**config.mk**
```make
export PLATFORM = sky130hd
export DESIGN_NAME = seg7_scan_n_flat
export DESIGN_NICKNAME = d
export VERILOG_FILES = /design/src/rtl/seg7_pkg.sv /design/src/rtl/seg7_scan_n_if.sv /design/src/rtl/seg7_hex_decode.sv /design/src/rtl/seg7_scan_n.sv /design/src/flat_wrapper.sv
export SDC_FILE = /design/constraint.sdc
export NUM_CORES = 1
export LEC_CHECK = 0
export CAP_MARGIN = 10
export CORE_UTILIZATION = 50
export CTS_CLUSTER_DIAMETER = 50
export CTS_CLUSTER_SIZE = 30
export DETAILED_ROUTE_END_ITERATION = 12
export GPL_TIMING_DRIVEN = 0
export MAX_ROUTING_LAYER = met4
export PLACE_DENSITY = 0.75
export SYNTH_ARGS = -nofsm -noshare
export SYNTH_HDL_FRONTEND = slang
export SYNTH_SLANG_ARGS = --single-unit
```
**constraint.sdc**
```tcl
create_clock -name clk -period 4.55 [get_ports clk]
set_input_delay 1.1375 -clock clk [delete_from_list [all_inputs] [get_ports clk]]
set_output_delay 1.1375 -clock clk [all_outputs]
set_load 0.005 [all_outputs]
```
**src/rtl/seg7_pkg.sv**
```systemverilog
// Shared constants for the multiplexed seven-segment scanner: active-low glyph table,
// segment-off code, decimal-point bit position and the blink phase encoding.
package seg7_pkg;

    localparam logic [7:0] SEG_OFF = 8'hFF;
    localparam int         DP_BIT  = 7;

    // Active-low {dp,g,f,e,d,c,b,a} glyphs; element 0 (rightmost) is hex 0.
    localparam logic [15:0][7:0] HEX_SEG_TABLE = {
        8'h8E, 8'h86, 8'hA1, 8'hC6, 8'h83, 8'h88, 8'h90, 8'h80,
        8'hF8, 8'h82, 8'h92, 8'h99, 8'hB0, 8'hA4, 8'hF9, 8'hC0
    };

    typedef enum logic {
        BLINK_SHOW = 1'b0,
        BLINK_HIDE = 1'b1
    } blink_phase_e;

    function automatic logic [7:0] hex_to_seg(input logic [3:0] nibble);
        return HEX_SEG_TABLE[nibble];
    endfunction

endpackage

```
**src/rtl/seg7_scan_n_if.sv**
```systemverilog
// Display-side bundle: digit data and per-digit controls in, scanned pin drive out.
// Master is the datapath that owns the digits; slave is the scanner.
interface seg7_scan_n_if #(
    parameter int NUM_DIGITS = 4
);
    logic [4*NUM_DIGITS-1:0] data;
    logic [NUM_DIGITS-1:0]   dp_en;
    logic [NUM_DIGITS-1:0]   blink_mask;
    logic                    blank_lz;
    logic [NUM_DIGITS-1:0]   digit;
    logic [7:0]              seg;
    logic                    frame_tick;

    modport master (
        output data, dp_en, blink_mask, blank_lz,
        input  digit, seg, frame_tick
    );

    modport slave (
        input  data, dp_en, blink_mask, blank_lz,
        output digit, seg, frame_tick
    );
endinterface

```
**src/rtl/seg7_hex_decode.sv**
```systemverilog
// Nibble to active-low segment code with optional decimal point and full blanking.
// Purely combinational, zero latency, no backpressure.
module seg7_hex_decode
    import seg7_pkg::*;
(
    input  logic [3:0] nibble,
    input  logic       dp,
    input  logic       blank,
    output logic [7:0] code
);

    always_comb begin
        code = SEG_OFF;
        if (!blank) begin
            code = hex_to_seg(nibble);
            if (dp) begin
                code[DP_BIT] = 1'b0;
            end
        end
    end

endmodule

```
**src/rtl/seg7_scan_n.sv**
```systemverilog
// N-digit multiplexed seven-segment scanner with frame shadowing, blanking, blink and frame strobe.
// Digit and segment pins are registered and change together on each scan step; no backpressure.
module seg7_scan_n
    import seg7_pkg::*;
#(
    parameter int NUM_DIGITS     = 4,
    parameter int SCAN_DIV       = 50000,
    parameter int BLINK_DIV      = 64,
    parameter int SEG_ACTIVE_LOW = 1,
    parameter int DIG_ACTIVE_LOW = 1
) (
    input  logic          clk,
    input  logic          rst,
    seg7_scan_n_if.slave  bus
);

    localparam int PW = $clog2(SCAN_DIV);
    localparam int IW = (NUM_DIGITS > 1) ? $clog2(NUM_DIGITS) : 1;
    localparam int FW = (BLINK_DIV > 1) ? $clog2(BLINK_DIV) : 1;
    localparam int DW = 4 * NUM_DIGITS;

    localparam logic [PW-1:0]         PRESC_TC    = PW'(SCAN_DIV - 1);
    localparam logic [IW-1:0]         IDX_LAST    = IW'(NUM_DIGITS - 1);
    localparam logic [FW-1:0]         FCNT_LAST   = FW'(BLINK_DIV - 1);
    localparam logic [NUM_DIGITS-1:0] DIG_OFF_PIN = (DIG_ACTIVE_LOW != 0) ? '1 : '0;
    localparam logic [7:0]            SEG_OFF_PIN = (SEG_ACTIVE_LOW != 0) ? SEG_OFF : ~SEG_OFF;

    logic [PW-1:0]         presc_q, presc_d;
    logic [IW-1:0]         idx_q, idx_d;
    logic [DW-1:0]         shadow_q, shadow_d;
    logic [FW-1:0]         fcnt_q, fcnt_d;
    blink_phase_e          phase_q, phase_d;
    logic [NUM_DIGITS-1:0] digit_q, digit_d;
    logic [7:0]            seg_q, seg_d;
    logic                  tick_q, tick_d;

    logic                  tc;
    logic                  frame_start;
    logic [3:0]            nib;
    logic                  dp_sel;
    logic                  blink_sel;
    logic                  lz_blank;
    logic                  hide;
    logic [7:0]            code;
    logic [NUM_DIGITS-1:0] onehot;

    always_ff @(posedge clk or posedge rst) begin
        if (rst) begin
            presc_q  <= '0;
            idx_q    <= IDX_LAST;
            shadow_q <= '0;
            fcnt_q   <= '0;
            phase_q  <= BLINK_SHOW;
            digit_q  <= DIG_OFF_PIN;
            seg_q    <= SEG_OFF_PIN;
            tick_q   <= 1'b0;
        end else begin
            presc_q  <= presc_d;
            idx_q    <= idx_d;
            shadow_q <= shadow_d;
            fcnt_q   <= fcnt_d;
            phase_q  <= phase_d;
            digit_q  <= digit_d;
            seg_q    <= seg_d;
            tick_q   <= tick_d;
        end
    end

    assign tc          = (presc_q == PRESC_TC);
    assign frame_start = tc && (idx_d == '0);

    // Scan position: prescaler terminal count steps to the next digit.
    always_comb begin
        presc_d = presc_q + PW'(1);
        idx_d   = idx_q;
        if (tc) begin
            presc_d = '0;
            idx_d   = (idx_q == IDX_LAST) ? '0 : idx_q + IW'(1);
        end
    end

    // Frame bookkeeping: shadow capture, blink frame counter and strobe.
    always_comb begin
        shadow_d = shadow_q;
        fcnt_d   = fcnt_q;
        phase_d  = phase_q;
        tick_d   = frame_start;
        if (frame_start) begin
            shadow_d = bus.data;
            if (fcnt_q == FCNT_LAST) begin
                fcnt_d  = '0;
                phase_d = (phase_q == BLINK_SHOW) ? BLINK_HIDE : BLINK_SHOW;
            end else begin
                fcnt_d = fcnt_q + FW'(1);
            end
        end
    end

    // Digit 0 is shown on the very edge that captures the shadow, so it reads
    // the live bus; higher digits read the frozen frame value.
    always_comb begin
        logic hi_zero;
        nib       = bus.data[3:0];
        dp_sel    = bus.dp_en[0];
        blink_sel = bus.blink_mask[0];
        lz_blank  = 1'b0;
        hi_zero   = 1'b1;
        for (int i = NUM_DIGITS - 1; i >= 1; i--) begin
            hi_zero = hi_zero && (shadow_q[4*i +: 4] == 4'h0);
            if (idx_d == IW'(i)) begin
                nib       = shadow_q[4*i +: 4];
                dp_sel    = bus.dp_en[i];
                blink_sel = bus.blink_mask[i];
                lz_blank  = bus.blank_lz && hi_zero;
            end
        end
    end

    assign hide = lz_blank || (blink_sel && (phase_q == BLINK_HIDE));

    seg7_hex_decode u_decode (
        .nibble (nib),
        .dp     (dp_sel),
        .blank  (hide),
        .code   (code)
    );

    always_comb begin
        onehot = '0;
        for (int i = 0; i < NUM_DIGITS; i++) begin
            onehot[i] = (idx_d == IW'(i));
        end
    end

    always_comb begin
        digit_d = digit_q;
        seg_d   = seg_q;
        if (tc) begin
            digit_d = (DIG_ACTIVE_LOW != 0) ? ~onehot : onehot;
            seg_d   = (SEG_ACTIVE_LOW != 0) ? code : ~code;
        end
    end

    assign bus.digit      = digit_q;
    assign bus.seg        = seg_q;
    assign bus.frame_tick = tick_q;

endmodule

```
**src/flat_wrapper.sv**
```systemverilog
// flat-port wrapper written by rule: the top's interface ports become plain ports
module seg7_scan_n_flat import seg7_pkg::*;
#(
    parameter int NUM_DIGITS     = 4,
    parameter int SCAN_DIV       = 50000,
    parameter int BLINK_DIV      = 64,
    parameter int SEG_ACTIVE_LOW = 1,
    parameter int DIG_ACTIVE_LOW = 1
)
  (clk, rst, bus_data, bus_dp_en, bus_blink_mask, bus_blank_lz, bus_digit, bus_seg, bus_frame_tick);
  seg7_scan_n_if #(.NUM_DIGITS(NUM_DIGITS)) bus_i ();
  input  logic clk;
  input  logic rst;
  input wire logic [$bits(bus_i.data)-1:0] bus_data;
  input wire logic [$bits(bus_i.dp_en)-1:0] bus_dp_en;
  input wire logic [$bits(bus_i.blink_mask)-1:0] bus_blink_mask;
  input wire logic [$bits(bus_i.blank_lz)-1:0] bus_blank_lz;
  output wire logic [$bits(bus_i.digit)-1:0] bus_digit;
  output wire logic [$bits(bus_i.seg)-1:0] bus_seg;
  output wire logic [$bits(bus_i.frame_tick)-1:0] bus_frame_tick;
  assign bus_i.data = bus_data;
  assign bus_i.dp_en = bus_dp_en;
  assign bus_i.blink_mask = bus_blink_mask;
  assign bus_i.blank_lz = bus_blank_lz;
  assign bus_digit = bus_i.digit;
  assign bus_seg = bus_i.seg;
  assign bus_frame_tick = bus_i.frame_tick;
  seg7_scan_n #(.NUM_DIGITS(NUM_DIGITS), .SCAN_DIV(SCAN_DIV), .BLINK_DIV(BLINK_DIV), .SEG_ACTIVE_LOW(SEG_ACTIVE_LOW), .DIG_ACTIVE_LOW(DIG_ACTIVE_LOW)) u_core (.clk(clk), .rst(rst), .bus(bus_i));
endmodule
```
==> impl_metrics.yaml <==
status:
  outcome: "finished clean"
logic_synthesis:
  synth_area_leader_cell: "dfrtp_1"
  ys_warn_count: 0
  ys_ff_latch: 50
  ys_seq_area_share_pct: 48.59
  syn_avg_cell_area_um2: 10.84
  syn_nets: 278
  synth_edf_count: 0
  async_flop_share_pct: 100.0
  synth.top_cell.area_share_pct: 34.50
  syn_inst: 241
  ys_types: 44
  synthFlopType: "dfrtp_1"
  synthTopCellsByArea: "dfrtp_1 34%, dfstp_2 14%, mux2_2 8.2%"
  syn_area_um2: 2611
detailed_routing:
  vias: 1952
  drc_errors: 0
  vias_per_cell: 5.483
  routed_wire_length_per_instance_um: 14.89
  drt_pre_antenna_iters: 4
  finalWirelength_um: 5302
  antenna_left: 0
  initialDrtViolationCount: 173
power_and_ir_drop:
  p_total_w: 0.0007727
  power.share.clock_pct: 35.1
  netSwitchingFraction_pct: 22.62
  p_switching_w: 0.0001748
  irDropWorstVdd_mv: 0.1600
  pwr-share-comb_pct: 7.4
  power_frac_seq_pct: 57.5
  intPower_w: 0.0005980
  power.leakage_nw: 1.436
  cellPowerDensity_nw_per_um2: 241.4
global_route:
  gr-total-overflow: 0
  track_usage_pct: 21.98
  grt_pass1_wl_um: 8790
  grt_pass1_vias: 1820
  antenna_found_initial: 0
  grt_max_degree: 33
worst_setup_path:
  crit_arrival_ns: 3.71
  required_ns: 4.79
  critical-path-top-delay-family: "simple AND/OR/NAND/NOR gates"
  cp_slowest_stage_delay_ns: 0.59
  cp-end-kind: "flip-flop"
  cp_num_buf_inv: 2
  cp_slowest_cell: "or4b_4"
  cpMostUsedCell: "mux2_2"
  startpoint_type: "flip-flop"
  criticalPathCategory: "reg -> reg"
  worstPathCellList: "or4b_4 > or4_4 > o21a_1 > buf_6 > mux2i_1 > mux2_2 > inv_1 > ha_1 > mux2_2 > a221oi_1 > nor2_1"
  critPathMaxFanout: 10
min_path:
  min_path_type: "reg -> reg"
cells_and_area:
  num-fill-cells: 414
  diodes: 0
  final_layout_size_suffix_gt1_share_pct: 17.99
  fin_cells: 356
  multi_input_area_um2: 1277
  final-seq-area_um2: 1269
  final_common_cell: "clkdlybuf4s50_1"
  area_delta_synth_final_pct: 22.57
  final_cell_mix: "39 x clkdlybuf4s50_1, 36 x dfrtp_1, 34 x nor2_1"
  nets: 325
  fin_util_pct: 65.59
cts:
  cts_buffers: 5
  cts_buffer_depth: 2
  cts-root-buf: "clkbuf_8"
  postCtsSetupBuffers: 0
  tritoncts: "built"
  ctsResizeCount: 0
  clock_latency_ns: 0.30
  cts_max_level: 2
  path_clk_slew_ns: 0.09
  cts_sinks: 50
  cts_hold_buf: 0
timing:
  setup_viol: 0
  tightest_slew_ns: 0.8511
  finalSetupTns_ns: 0
  drv_slew: 0
  rsz0062_at_grt: "no"
  hold_ws_ns: 0.4733
  min_period_ns: 3.479
  period_share_pct: 76.46
  final_hold_viol_count: 0
  skew_ns: 0.006383
  relSlewSlack_pct: 43.05
  fmax_mhz: 287.5
run:
  maxCapViolations: 0
die:
  die-area_um2: 5515
  initial_utilization_pct: 53.51
  fp.coreArea_um2: 4880
  num_rows: 25
  die_h_um: 74.27
  pin_count: 40
  die_x_um: 74.27
placed_design:
  globalplace.congestion: 0.8017
  port_buffers: 39
  dp_hpwl_um: 4016
  dp.cells: 348
layout make-up:
| cell class | count | area share, % |
|---|---|---|
| multi-input cells | 178 | 39.91 |
| clock buffers | 6 | 2.580 |
| repair buffers | 40 | 12.82 |
| well taps | 67 | 2.619 |
| flip-flops and latches | 50 | 39.64 |
| inverters | 7 | 0.8210 |
| clock inverters | 2 | 0.3909 |
| plain buffers | 6 | 1.212 |
registers in the layout (all words and copies together) (netlist names):
signal                 count
u_core.bus.digit           4
u_core.bus.frame_tick      1
u_core.fcnt_q              6
u_core.bus.seg             8
u_core.shadow_q           12
u_core.presc_q            16
u_core.phase_q             1
u_core.idx_q               2
metal layers:
metal | wire (um) | track usage [%] | part of all wire, %
met5 | 0 | - | 0
met1 | 2583 | 31.13 | 49
met4 | 95 | 7.338 | 1.8
met3 | 189 | 4.201 | 3.6
met2 | 2433 | 31.82 | 46
synth_stat cells (all sizes together) (2+ instances only):
master,count
dfrtp,36
nor2,34
mux2,19
dfstp,14
nand2,12
mux2i,11
xor2,11
a21oi,10
ha,10
nand3,8
xnor2,8
inv,7
nor3,7
and3,5
o21ai,5
nor4,4
and2,3
buf,3
clkbuf,3
nand4,3
o211ai,3
o21a,3
or4,3
a211oi,2
a31oi,2
nand4bb,2
o41ai,2
metrics by stage:
stage / worst slack, ns / cell area [um2]
finish: 1.071 / 3201
global route: 0.9125 / 3201
CTS: 1.084 / 3201
detailed placement: 1.100 / 3105
global placement: 1.196 / 3085
floorplan: 1.382 / 2611
cells by family after synthesis:
group	synth area share [%]
compound gates	8.529
simple gates	16.82
mux	12.41
flops	48.59
xor+xnor	6.373
buf+inv	2.491
fa+ha+maj	4.792
path summary, 6_finish.rpt:
path	cells past startpoint	endpoint	from	slack, ns
max in group asynchronous	3	u_core.bus.digit[1]	rst	2.83
min	1	u_core.presc_q[0]	u_core.presc_q[0]	0.47
max	11	u_core.bus.seg[4]	u_core.presc_q[11]	1.07
min in group asynchronous	2	u_core.fcnt_q[1]	rst	1.14
min reg2reg	1	u_core.presc_q[0]	u_core.presc_q[0]	0.47
max reg2reg	11	u_core.bus.seg[4]	u_core.presc_q[11]	1.07
power groups by stage:
stage	Clock, W	Sequential, W	Combinational, W
3_3_place_gp	0	0.000453	0.0000542
5_1_grt	0.000300	0.000445	0.0000629
6_report	0.000271	0.000445	0.0000571
2_1_floorplan	0	0.000453	0.0000249
3_5_place_dp	0	0.000453	0.0000575
4_1_cts	0.000279	0.000445	0.0000578
Note: power is estimated with default switching activity, not from simulation.
